### config.mk
export PLATFORM = sky130hd
export DESIGN_NAME = ripple_cnt_ctrl_flat
export DESIGN_NICKNAME = d
export VERILOG_FILES = /design/src/rtl/ripple_cnt_ctrl_pkg.sv /design/src/rtl/ripple_cnt_ctrl_if.sv /design/src/rtl/ripple_cnt_ctrl_sync_2ff.sv /design/src/rtl/ripple_cnt_ctrl.sv /design/src/flat_wrapper.sv
export SDC_FILE = /design/constraint.sdc
export NUM_CORES = 1
export LEC_CHECK = 0
export CAP_MARGIN = 20
export CORE_ASPECT_RATIO = 1.5
export CORE_MARGIN = 2
export CORE_UTILIZATION = 48
export CTS_CLUSTER_SIZE = 8
export DETAILED_ROUTE_END_ITERATION = 6
export PLACE_DENSITY = 0.74
export SYNTH_ARGS = -nofsm -noshare
export SYNTH_HDL_FRONTEND = slang
export SYNTH_HIERARCHICAL = 1
export SYNTH_SLANG_ARGS = --single-unit
### constraint.sdc
create_clock -name clk_i -period 2.22 [get_ports clk_i]
set_clock_uncertainty 0.05 [all_clocks]
set_input_delay 0.333 -clock clk_i [delete_from_list [all_inputs] [get_ports clk_i]]
set_output_delay 0.333 -clock clk_i [all_outputs]
set_load 0.05 [all_outputs]
### src/rtl/ripple_cnt_ctrl_pkg.sv
`default_nettype none
// ============================================================
// ripple_cnt_pkg : shared types for the ripple counter sequencer
// Rev 1.0
// ============================================================
package ripple_cnt_pkg;

  localparam int SYNC_STAGES = 2;

  typedef enum logic [2:0] {
    ST_RST_CLR = 3'd0,
    ST_IDLE    = 3'd1,
    ST_CLR     = 3'd2,
    ST_PULSE_H = 3'd3,
    ST_PULSE_L = 3'd4,
    ST_SETTLE  = 3'd5,
    ST_CHECK   = 3'd6
  } ripple_cnt_state_e;

  typedef enum logic {
    OP_INCR  = 1'b0,
    OP_CLEAR = 1'b1
  } ripple_cnt_op_e;

endpackage
`default_nettype wire

### src/rtl/ripple_cnt_ctrl_if.sv
`default_nettype none
// ============================================================
// ripple_cnt_ctrl_if : command handshake (valid/ready, op, count)
// Rev 1.0
// ============================================================
interface ripple_cnt_ctrl_if;
  import ripple_cnt_pkg::*;

  logic           req_valid;
  logic           req_ready;
  ripple_cnt_op_e req_op;
  logic [7:0]     req_num;

  modport master (output req_valid, output req_op, output req_num, input req_ready);
  modport slave  (input req_valid, input req_op, input req_num, output req_ready);

endinterface
`default_nettype wire

### src/rtl/ripple_cnt_ctrl_sync_2ff.sv
`default_nettype none
// ============================================================
// sync_2ff : two-flop synchronizer, async active-low reset to 0
// Rev 1.0
// ============================================================
module sync_2ff #(
  parameter int WIDTH = 1
) (
  input  logic             clk_i,
  input  logic             rst_ni,
  input  logic [WIDTH-1:0] i_d,
  output logic [WIDTH-1:0] o_q
);

  logic [WIDTH-1:0] r_meta;
  logic [WIDTH-1:0] r_sync;

  always_ff @(posedge clk_i or negedge rst_ni) begin
    if (!rst_ni) begin
      r_meta <= '0;
      r_sync <= '0;
    end else begin
      r_meta <= i_d;
      r_sync <= r_meta;
    end
  end

  assign o_q = r_sync;

endmodule
`default_nettype wire

### src/rtl/ripple_cnt_ctrl.sv
`default_nettype none
// ============================================================
// ripple_cnt_ctrl : strobe sequencer and checker for a mod-N ripple counter
// Rev 1.0
// ============================================================
module ripple_cnt_ctrl
  import ripple_cnt_pkg::*;
#(
  parameter int N        = 3,
  parameter int PULSE_HI = 2,
  parameter int PULSE_LO = 2,
  parameter int SETTLE   = 3,
  localparam int W       = $clog2(N)
) (
  input  logic                   clk_i,
  input  logic                   rst_ni,
  ripple_cnt_ctrl_if.slave       req,
  output logic                   incr_o,
  output logic                   clear_o,
  input  logic [W-1:0]           cnt_i,
  output logic [W-1:0]           count_o,
  output logic                   done_o,
  output logic                   err_o
);

  localparam logic [7:0]   c_HI_LAST     = 8'(PULSE_HI - 1);
  localparam logic [7:0]   c_LO_LAST     = 8'(PULSE_LO - 1);
  localparam logic [7:0]   c_SETTLE_LAST = 8'(SETTLE - 1);
  localparam logic [W-1:0] c_SHADOW_MAX  = W'(N - 1);

  generate
    if (SETTLE < SYNC_STAGES + 1 || SETTLE > 255 || N < 2 ||
        PULSE_HI < 1 || PULSE_HI > 255 || PULSE_LO < 1 || PULSE_LO > 255) begin : g_param_check
      $error("ripple_cnt_ctrl: illegal parameter set");
    end
  endgenerate

  ripple_cnt_state_e r_state;
  ripple_cnt_state_e w_next;
  logic [7:0]        r_timer;
  logic [7:0]        r_remaining;
  logic [W-1:0]      r_shadow;
  logic [W-1:0]      r_count;
  logic              r_err;
  logic              r_incr;
  logic              r_clear;
  logic              w_timer_last;
  logic              w_accept;
  logic [W-1:0]      w_sync;

  sync_2ff #(.WIDTH(W)) u_sync (
    .clk_i  (clk_i),
    .rst_ni (rst_ni),
    .i_d    (cnt_i),
    .o_q    (w_sync)
  );

  assign w_accept = req.req_valid & (r_state == ST_IDLE);

  always_comb begin
    w_timer_last = 1'b0;
    case (r_state)
      ST_RST_CLR, ST_CLR, ST_PULSE_H: w_timer_last = (r_timer == c_HI_LAST);
      ST_PULSE_L:                     w_timer_last = (r_timer == c_LO_LAST);
      ST_SETTLE:                      w_timer_last = (r_timer == c_SETTLE_LAST);
      default:                        w_timer_last = 1'b0;
    endcase
  end

  always_comb begin
    w_next = r_state;
    case (r_state)
      ST_RST_CLR: if (w_timer_last) w_next = ST_IDLE;
      ST_IDLE: begin
        if (w_accept) begin
          if (req.req_op == OP_CLEAR)  w_next = ST_CLR;
          else if (req.req_num != '0)  w_next = ST_PULSE_H;
          else                         w_next = ST_SETTLE;
        end
      end
      ST_CLR:     if (w_timer_last) w_next = ST_SETTLE;
      ST_PULSE_H: if (w_timer_last) w_next = ST_PULSE_L;
      // r_remaining still counts the pulse just finished
      ST_PULSE_L: if (w_timer_last) w_next = (r_remaining > 8'd1) ? ST_PULSE_H : ST_SETTLE;
      ST_SETTLE:  if (w_timer_last) w_next = ST_CHECK;
      ST_CHECK:   w_next = ST_IDLE;
      default:    w_next = ST_IDLE;
    endcase
  end

  // Strobes are registered from the next state so the counter sees clean edges.
  always_ff @(posedge clk_i or negedge rst_ni) begin
    if (!rst_ni) begin
      r_state     <= ST_RST_CLR;
      r_timer     <= 8'd0;
      r_remaining <= 8'd0;
      r_shadow    <= '0;
      r_count     <= '0;
      r_err       <= 1'b0;
      r_incr      <= 1'b0;
      r_clear     <= 1'b1;
    end else begin
      r_state <= w_next;
      r_incr  <= (w_next == ST_PULSE_H);
      r_clear <= (w_next == ST_CLR) || (w_next == ST_RST_CLR);

      if (w_next != r_state || r_state == ST_IDLE) r_timer <= 8'd0;
      else                                         r_timer <= r_timer + 8'd1;

      if (w_accept) r_remaining <= req.req_num;
      else if (r_state == ST_PULSE_L && w_timer_last) r_remaining <= r_remaining - 8'd1;

      if (w_accept && req.req_op == OP_CLEAR) begin
        r_shadow <= '0;
        r_err    <= 1'b0;
      end else if (w_next == ST_PULSE_H && r_state != ST_PULSE_H) begin
        r_shadow <= (r_shadow == c_SHADOW_MAX) ? '0 : r_shadow + 1'b1;
      end else if (r_state == ST_CHECK) begin
        r_err   <= r_err | (w_sync != r_shadow);
      end

      if (r_state == ST_CHECK) r_count <= w_sync;
    end
  end

  assign req.req_ready = (r_state == ST_IDLE);
  assign done_o        = (r_state == ST_CHECK);
  assign incr_o        = r_incr;
  assign clear_o       = r_clear;
  assign count_o       = r_count;
  assign err_o         = r_err;

endmodule
`default_nettype wire

### src/flat_wrapper.sv
// flat-port wrapper written by rule: the top's interface ports become plain ports
module ripple_cnt_ctrl_flat import ripple_cnt_pkg::*;
#(
  parameter int N        = 3,
  parameter int PULSE_HI = 2,
  parameter int PULSE_LO = 2,
  parameter int SETTLE   = 3,
  localparam int W       = $clog2(N)
)
  (clk_i, rst_ni, incr_o, clear_o, cnt_i, count_o, done_o, err_o, req_req_valid, req_req_op, req_req_num, req_req_ready);
  ripple_cnt_ctrl_if req_i ();
  input  logic clk_i;
  input  logic rst_ni;
  output logic incr_o;
  output logic clear_o;
  input  logic [W-1:0] cnt_i;
  output logic [W-1:0] count_o;
  output logic done_o;
  output logic err_o;
  input wire logic [$bits(req_i.req_valid)-1:0] req_req_valid;
  input wire logic [$bits(req_i.req_op)-1:0] req_req_op;
  input wire logic [$bits(req_i.req_num)-1:0] req_req_num;
  output wire logic [$bits(req_i.req_ready)-1:0] req_req_ready;
  assign req_i.req_valid = req_req_valid;
  assign req_i.req_op = req_req_op;
  assign req_i.req_num = req_req_num;
  assign req_req_ready = req_i.req_ready;
  ripple_cnt_ctrl #(.N(N), .PULSE_HI(PULSE_HI), .PULSE_LO(PULSE_LO), .SETTLE(SETTLE)) u_core (.clk_i(clk_i), .rst_ni(rst_ni), .req(req_i), .incr_o(incr_o), .clear_o(clear_o), .cnt_i(cnt_i), .count_o(count_o), .done_o(done_o), .err_o(err_o));
endmodule
# Yosys cells after proc, flatten, opt, wreduce, memory -nomap -nowiden

Cells that the tools add are included.

Register bits after elaboration: 30
Input port bits: 14
Output and inout port bits: 7

Add/subtract/negate cells: 3
Magnitude comparators: 1
Equality and inequality tests: 15
Multiplexer cells: 20
Bitwise operators: 2
Reductions and logical operators: 13

Operators with widths:

| operator                                                                        | number |
|---|---|
| 3-bit 2-to-1 mux                                                                | 9 |
| 8-bit 2-to-1 mux                                                                | 3 |
| 3-bit one-hot mux with 6 select lines                                           | 1 |
| 3-bit by 2-bit == test with 1-bit output, second input constant                 | 4 |
| 3-bit == test, second input constant                                            | 3 |
| 8-bit by 1-bit adder with 8-bit output, second input constant                   | 1 |
| 8-bit by 1-bit == test with 1-bit output, second input constant                 | 1 |
| 8-bit by 2-bit == test with 1-bit output, second input constant                 | 1 |
| 8-bit by 1-bit greater-than comparator with 1-bit output, second input constant | 1 |
| 8-bit nonzero test                                                              | 1 |
| 8-bit by 1-bit subtractor with 8-bit output, second input constant              | 1 |
| 3-bit logical NOT                                                               | 2 |
| 2-bit 2-to-1 mux                                                                | 3 |
| 2-bit nonzero test                                                              | 3 |
| 4-bit OR reduction                                                              | 1 |
| 3-bit by 1-bit == test with 1-bit output, second input constant                 | 1 |
| 1-bit logical AND                                                               | 3 |
| 1-bit 2-to-1 mux                                                                | 3 |
| 3-bit by 2-bit inequality test with 1-bit output, second input constant         | 1 |
| 3-bit inequality test                                                           | 1 |
| 2-bit by 1-bit adder with 2-bit output, second input constant                   | 1 |
| 2-bit == test, second input constant                                            | 1 |
| 1-bit logical OR                                                                | 2 |
| 2-bit by 1-bit inequality test with 1-bit output, second input constant         | 1 |
| other kinds (5)                                                                 | 5 |

# Depth between registers and ports, before layout

Gate-level depths: netlist of run 1.

Word-level depth: 9
Depth in mapped cells: 8

# Hierarchy

Netlist of run 1, hierarchy kept.

Modules (own cells, without submodules):

| module          | instances | cells an instance | area an instance (um2) | sequential area each (um2) |
|---|---|---|---|---|
| ripple_cnt_ctrl | 1         | 146               | 1437.6                 | 651.9 |
| sync_2ff        | 1         | 4                 | 100.1                  | 100.1 |

# Worst setup path after synthesis of run 1

OpenSTA, ideal clock, no wires.

Kind: reg2reg
Start: reg u_core.r_state[2]
End: reg u_core.r_shadow[1]
Setup time: 0.065 ns
Arrival: 2.733 ns
Path slack: -0.628 ns
Cell stages (with the launch flop): 7
Buffers on the path: 0
Period minus slack after synthesis: 2.848 ns
Cells stage by stage: dfrtp_1 > nor3b_1 > nand2_1 > o32ai_4 > nor3b_2 > and4b_1 > a31o_1

RTL lines:

| what                                       | RTL line               | text |
|---|---|---|
| start, declared                            | ripple_cnt_ctrl.sv:38  | `ripple_cnt_state_e r_state;` |
| start signal, assigned                     | ripple_cnt_ctrl.sv:103 | `r_state <= w_next;` |
| 3-bit by 1-bit == test with 1-bit output * | --                     |  |
| named net req_req_ready                    | flat_wrapper.sv:23     | `output wire logic [$bits(req_i.req_ready)-1:0] req_req_ready;` |
| 1-bit bitwise AND                          | ripple_cnt_ctrl.sv:58  | `assign w_accept = req.req_valid & (r_state == ST_IDLE);` |
| 3-bit 2-to-1 mux                           | ripple_cnt_ctrl.sv:75  | `if (w_accept) begin` |
| 3-bit one-hot mux with 6 select lines      | ripple_cnt_ctrl.sv:72  | `case (r_state)` |
| 3-bit by 2-bit == test with 1-bit output   | ripple_cnt_ctrl.sv:116 | `end else if (w_next == ST_PULSE_H && r_state != ST_PULSE_H) begin` |
| 1-bit logical AND                          | ripple_cnt_ctrl.sv:116 |  |
| 2-bit nonzero test (no line)               | --                     |  |
| end signal, assigned                       | ripple_cnt_ctrl.sv:117 | `r_shadow <= (r_shadow == c_SHADOW_MAX) ? '0 : r_shadow + 1'b1;` |
| end, declared                              | ripple_cnt_ctrl.sv:42  | `logic [W-1:0] r_shadow;` |

The timed path passes the listed nets; every way through them passes the cells marked *.
A chain may end at the register's enable or synchronous reset.

# Final worst setup path of run 1

Start: reg u_core.r_timer[4]
End: reg u_core.r_shadow[1]

Cells in the longest elaborated chain, start to end: 7

Ends and longest elaborated chain:

| what                                                                                                 | RTL line                                                            | text |
|---|---|---|
| start, declared                                                                                      | ripple_cnt_ctrl.sv:40                                               | `logic [7:0] r_timer;` |
| start signal, assigned                                                                               | ripple_cnt_ctrl.sv:108                                              | `else r_timer <= r_timer + 8'd1;` |
| 8-bit by 2-bit == test with 1-bit output or 8-bit by 1-bit == test with 1-bit output (tied branches) | ripple_cnt_ctrl.sv:65, ripple_cnt_ctrl.sv:63, ripple_cnt_ctrl.sv:64 |  |
| 1-bit one-hot mux with 2 select lines *                                                              | ripple_cnt_ctrl.sv:62                                               | `case (r_state)` |
| 3-bit 2-to-1 mux (on tied branches)                                                                  | --                                                                  |  |
| 3-bit one-hot mux with 6 select lines *                                                              | ripple_cnt_ctrl.sv:72                                               |  |
| 3-bit by 2-bit == test with 1-bit output *                                                           | ripple_cnt_ctrl.sv:116                                              |  |
| 1-bit logical AND *                                                                                  | ripple_cnt_ctrl.sv:116                                              |  |
| 2-bit nonzero test (no line) *                                                                       | --                                                                  |  |

Every way passes the cells marked *; elsewhere a longest branch is shown, timed or not.

==> run_results.csv, run 1 <==
group,metric,value,unit
timing,whs,298,ps
outcome,outcome,"finished, final reports clean",
timing,rsz0062_at_grt,"true",
timing,setup_ws,5.52,ps
synth,syn_area,1540,um2
synth,ys_seq_area_frac,0.489,
synth,synthXorXnorAreaFrac,0.0627,
cells_and_area,final_core_util,0.655,
drt,num_vias,1286,
place,hpwl,2760,um
place,globalplace.congestion,0.825,
cells_and_area,fillers,233,
cells_and_area,drive_gt1_frac,0.226,
cells_and_area,areaGrowthSynthToFinish,31.9,%
power_and_ir_drop,ir_drop,702,uV
drt,drt_iter0_drc,52,
drt,wire_per_inst,15.4,um
synth,syn-num-nets,167,
setup_path,worstSetupStartpointType,"flop",
drt,route.detailed.drc,0,
cells_and_area,final_common_cell,"dfrtp_1",
place,place_ws,-395,ps
setup_path,cpPeakStageDelay,560,ps
drt,dr.pass1.iters,4,
setup_path,endpoint_kind,"flop",
grt,first_global_vias,1270,
synth,ys_ff_latch,30,
clock_tree,clock_latency,280,ps
setup_path,crit_required,2390,ps
clock_tree,path_clk_slew,60,ps
grt,grt_use_total,0.223,
synth,avgSynthCellArea,10.3,um2
clock_tree,cts_buffer_depth,2,
drt,wirelength,3620,um
synth,synth_top_family_by_area,"simple AND/OR/NAND/NOR gates",
die,core_area,3100,um2
die,io_pins,21,
cells_and_area,most-common-layout-cells,"29 x dfrtp_1, 21 x buf_4, 18 x clkdlybuf4s50_1",
flow_run,max_cap_viol_count,0,
clock_tree,root_buffer,"clkbuf_8",
power_and_ir_drop,p_total,2.57,mW
power_and_ir_drop,power_density,1270,nW/um2
timing,slew_headroom,0.666,
synth,synth-compound-area-share,0.129,
grt,gr-total-overflow,0,
synth,yosysWarnings,6,
synth,syn_inst,150,
cells_and_area,fin_area,2030,um2
timing,slew_viol_final,0,
die,start_util,0.497,
timing,fmax,452,MHz
clock_tree,clock-sinks,30,
die,die_h,73.3,um
die,die_w,50.2,um
synth,yosys.area_share.adder,0.0244,
cells_and_area,fin_nets,211,
drt,route.antenna.remaining_nets,0,
synth,synthSimpleGateAreaFrac,0.259,
setup_path,cpMaxStageDelayCell,"or4_4",
synth,synth_ff_type,"dfrtp_1",
place,io_buffers,20,
setup_path,worstPathCellList,"or4_4, or3_4, o32ai_4, nor3b_2, and4b_1, a31o_1",
grt,grt_max_degree,31,
synth,async_reset_ff_frac,1.00,
clock_tree,cts_buffers,5,
die,rows,25,
setup_path,critical_path_class,"reg2reg",
timing,hold_violations,0,
worst_hold_path,holdCritPathClass,"reg2reg",
power_and_ir_drop,p_leak,0.892,nW
grt,grt_pass1_wl,5910,um
grt,grt_antenna_before_repair,0,
timing,finalCritPeriodShare,0.998,
place,dpl_cell_area,1920,um2
setup_path,worst-path-max-fanout,3,
timing,period_minus_slack,2210,ps
synth,synth_mux_area_frac,0.0146,
timing,worst_pin_slew,499,ps
drt,drt-vias-per-instance,5.47,
timing,setup-violations-final,0,
synth,synth_edf_count,0,
die,die-area,3680,um2
setup_path,worst_ep_arrival_time,2380,ps
clock_tree,cts_tree,"done",
synth,synth_cell_type_count,45,
cells_and_area,n_antenna_cell,0,
clock_tree,h-tree-depth,2,
critical path: cells and delay by family (launching register included):
family / cells / cell delay (ps)
AOI/OAI and AO/OA: 2 / 390
DFF: 1 / 390
and+or+nand+nor: 4 / 1330
path summary, 6_finish.rpt:
path | startpoint | end | slack [ps] | depth (start not counted)
max in group asynchronous | rst_ni | u_core/clear_o | 1400 | 2
worst max register to register | u_core/r_timer[4] | u_core/r_shadow[1] | 6 | 6
worst min register to register | u_core/u_sync/r_meta[0] | u_core/u_sync/o_q[0] | 300 | 0
worst max-delay path | u_core/r_timer[4] | u_core/r_shadow[1] | 6 | 6
worst min-delay path | u_core/u_sync/r_meta[0] | u_core/u_sync/o_q[0] | 300 | 0
min in group asynchronous | rst_ni | u_core/r_remaining[4] | 400 | 2
report_power, final:
group	internal [mW]	total [mW]	switching [mW]
logic	0.544	1.25	0.710
registers	0.734	0.875	0.142
clock network	0.249	0.438	0.189
total	1.53	2.57	1.04
kinds of logic after synthesis:
logic type / count (synthesis)
DFF: 30
and+or+nand+nor: 67
AOI/OAI and AO/OA: 28
adders and majority gates: 3
buffers and inverters: 9
xor gates and xnor gates: 11
muxes: 2
final cells by class:
cell class                 instances  area, um2  area share
clock inverter                     1       5.00     0.00247
timing repair buffer              39        338       0.167
multi-input combinational        111        771       0.380
clock buffer                       7       86.3      0.0426
inverter                           7       26.3      0.0130
tap                               40       50.0      0.0247
sequential                        30        752       0.371
metal layers:
metal	track usage	up-vias	wire length, um
met5	0	-	0
met4	0.0926	0	38
met3	0.0589	4	116
met2	0.430	23	2090
met1	0.217	643	1370
li1	-	616	-
sequential cells by signal, summed over array words and instances (netlist names):
| register | count |
|---|---|
| u_core/r_remaining | 8 |
| u_core/r_timer | 8 |
| u_core/r_state | 3 |
| u_core/count_o | 2 |
| u_core/r_shadow | 2 |
| u_core/u_sync/o_q | 2 |
| u_core/u_sync/r_meta | 2 |
| u_core/clear_o | 1 |
| u_core/err_o | 1 |
| u_core/incr_o | 1 |
metrics by stage:
stage	setup TNS, ps	std cells
2_1_floorplan	0	150
3_3_place_gp	-982	226
3_5_place_dp	-1150	226
4_1_cts	0	235
5_1_grt	-127	235
6_report	0	235
synthesized netlist by cell type (all sizes together), types with 3 or more instances:
cell / number / area (um2)
nor4: 3 / 40.0
nand2: 14 / 52.6
dfrtp: 29 / 726
or3: 3 / 23.8
ha: 3 / 37.5
nand3b: 3 / 22.5
inv: 7 / 26.3
xnor2: 5 / 43.8
and2: 3 / 18.8
nand3: 6 / 30.0
a21oi: 7 / 35.0
xor2: 6 / 52.6
nor3b: 3 / 27.5
o21ai: 10 / 50.1
or2: 3 / 18.8
nor2: 16 / 60.1
timing repair:
action | in CTS | in global routing
buffers inserted | 1 | 0
gates resized for setup | 3 | 1
hold buffers | 0 | 0
pin swaps | 1 | 1
setup endpoints to repair | 3 | 4
gates cloned | 0 | 0
No activity file was read; power rests on OpenSTA's default activity.
==> run 2, diff against run 1 <==
==> constraint.sdc (replaced) <==
create_clock -name clk_i -period 2.22 [get_ports clk_i]
set_clock_uncertainty 0.05 [all_clocks]
set_input_delay 0.222 -clock clk_i [delete_from_list [all_inputs] [get_ports clk_i]]
set_output_delay 0.222 -clock clk_i [all_outputs]
set_load 0.05 [all_outputs]
==> run_results.csv, run 2 (synthesis results as in run 1) <==
group,metric,value,unit
power_and_ir_drop,power_density,1270,nW/um2
die,start_util,0.497,
place,globalplace.congestion,0.801,
setup_path,r2r_slack,10,ps
grt,gr-usage-met1,0.205,
timing,slew_viol_final,0,
timing,period_minus_slack,2220,ps
drt,wirelength,3380,um
cells_and_area,reg_top3,"u_core/r_remaining x8, u_core/r_timer x8, u_core/r_state x3",
drt,wire_per_inst,14.5,um
drt,dr.pass1.iters,4,
setup_path,endpoint_kind,"flop",
grt,grt_max_degree,31,
setup_path,cpPeakStageDelay,580,ps
cells_and_area,multiInputGateArea,767,um2
grt,grtUsageMet2,0.390,
place,hpwl,2640,um
drt,drt-vias-per-instance,5.48,
cells_and_area,n_antenna_cell,0,
cells_and_area,fin_nets,209,
cells_and_area,final_common_cell,"dfrtp_1",
power_and_ir_drop,ir_drop,828,uV
cells_and_area,drive_gt1_frac,0.212,
clock_tree,path_clk_slew,60,ps
timing,finalCritPeriodShare,0.999,
setup_path,worstRegToRegCells,6,
drt,drt_iter0_drc,37,
die,die-area,3680,um2
timing,whs,282,ps
timing,rsz0062_at_grt,"true",
cells_and_area,fillers,250,
flow_run,max_cap_viol_count,0,
timing,hold_violations,0,
grt,grt_antenna_before_repair,0,
setup_path,worst_ep_arrival_time,2330,ps
grt,grt_use_met3,0.0447,
clock_tree,clock-sinks,30,
drt,route.detailed.drc,0,
timing,fin_tns_setup,0,ps
power_and_ir_drop,p_leak,0.881,nW
cells_and_area,fin_area,2010,um2
setup_path,crit_required,2330,ps
setup_path,worstPathCellList,"clkdlybuf4s50_1, or4_1, nor4_4, o32ai_4, nor3b_2, and4b_1, a31o_1",
clock_tree,h-tree-depth,2,
place,io_buffers,20,
setup_path,critical_path_class,"in2reg",
grt,gr-total-overflow,0,
clock_tree,cts_buffers,5,
grt,first_global_vias,1259,
place,dpl_cell_area,1900,um2
setup_path,r2r-end,"u_core/r_shadow[0]",
timing,fmax,451,MHz
cells_and_area,fin_cells,233,
die,io_pins,21,
setup_path,crit_family,"simple AND/OR/NAND/NOR gates",
clock_tree,cts_tree,"done",
clock_tree,root_buffer,"clkbuf_8",
clock_tree,cts_buffer_depth,2,
place,dp.cells,224,
setup_path,cpMaxStageDelayCell,"or4_1",
die,core_area,3100,um2
setup_path,r2r-start,"u_core/r_timer[4]",
timing,worst_pin_slew,504,ps
cells_and_area,final_core_util,0.649,
drt,route.antenna.remaining_nets,0,
die,rows,25,
cells_and_area,most-common-layout-cells,"29 x dfrtp_1, 19 x buf_4, 18 x clkdlybuf4s50_1",
setup_path,worst-path-max-fanout,2,
grt,grt_use_total,0.212,
grt,top_usage_layer,"met2",
cells_and_area,areaGrowthSynthToFinish,30.7,%
grt,grt_pass1_wl,5630,um
clock_tree,ctsHoldBuffers,0,
setup_path,cp_num_buf_inv,1,
die,die_w,50.2,um
setup_path,worstSetupStartpointType,"input port",
timing,setup-violations-final,0,
worst_hold_path,holdCritPathClass,"in2async",
setup_path,crit_cells,7,
clock_tree,clock_latency,270,ps
outcome,outcome,"finished, final reports clean",
drt,num_vias,1278,
timing,slew_headroom,0.663,
die,die_h,73.3,um
cells_and_area,seq_area,752,um2
run 2: worst max-delay path by stage:
stage	start	slack [ps]	endpoint
final	req_req_num[2]	2	u_core/r_shadow[0]
after global routing	u_core/r_timer[4]	-80	u_core/r_shadow[0]
after CTS	u_core/r_timer[4]	-20	u_core/r_shadow[0]
after detailed placement	req_req_num[2]	-290	u_core/r_shadow[0]
after global placement	req_req_num[2]	-230	u_core/r_shadow[1]
after floorplan	u_core/r_state[2]	30	u_core/r_shadow[1]
run 2: per-layer routing:
layer	vias up	share of wire
met2	37	0.54
met3	12	0.043
met5	-	0
met1	617	0.37
met4	0	0.044
li1	612	-
run 2: final cells by class:
class                   instances  area share
inverters                       7      0.0131
clock buffers                   7      0.0430
repair buffers                 37       0.161
clock inverters                 1     0.00249
multi-input cells             111       0.382
well taps                      40      0.0249
flip-flops and latches         30       0.374
run 2: per-stage QoR:
step	worst slack, ps	total power [mW]
6_report	2.42	2.55
5_1_grt	-84.9	2.74
4_1_cts	-16.5	2.57
3_5_place_dp	-291	2.11
3_3_place_gp	-230	2.07
2_1_floorplan	28.7	1.64
run 2: repair_timing:
item	4_1_cts	5_1_grt
setup endpoints to repair	4	5
hold endpoints to repair	0	0
setup buffers	0	1
pin swaps	0	0
gates resized for setup	3	1
run 2: report_power, final:
| group | switching [mW] | internal (mW) | leakage (nW) |
|---|---|---|---|
| Combinational | 0.707 | 0.543 | 0.458 |
| Clock | 0.179 | 0.249 | 0.0482 |
| Sequential | 0.139 | 0.734 | 0.376 |
| Total | 1.03 | 1.53 | 0.881 |
==> run 3, diff against run 2 <==
Settings changed: ABC_AREA set to 0.
==> results of run 3 <==
Final layout, timing and power as in run 2 (identical DEF).
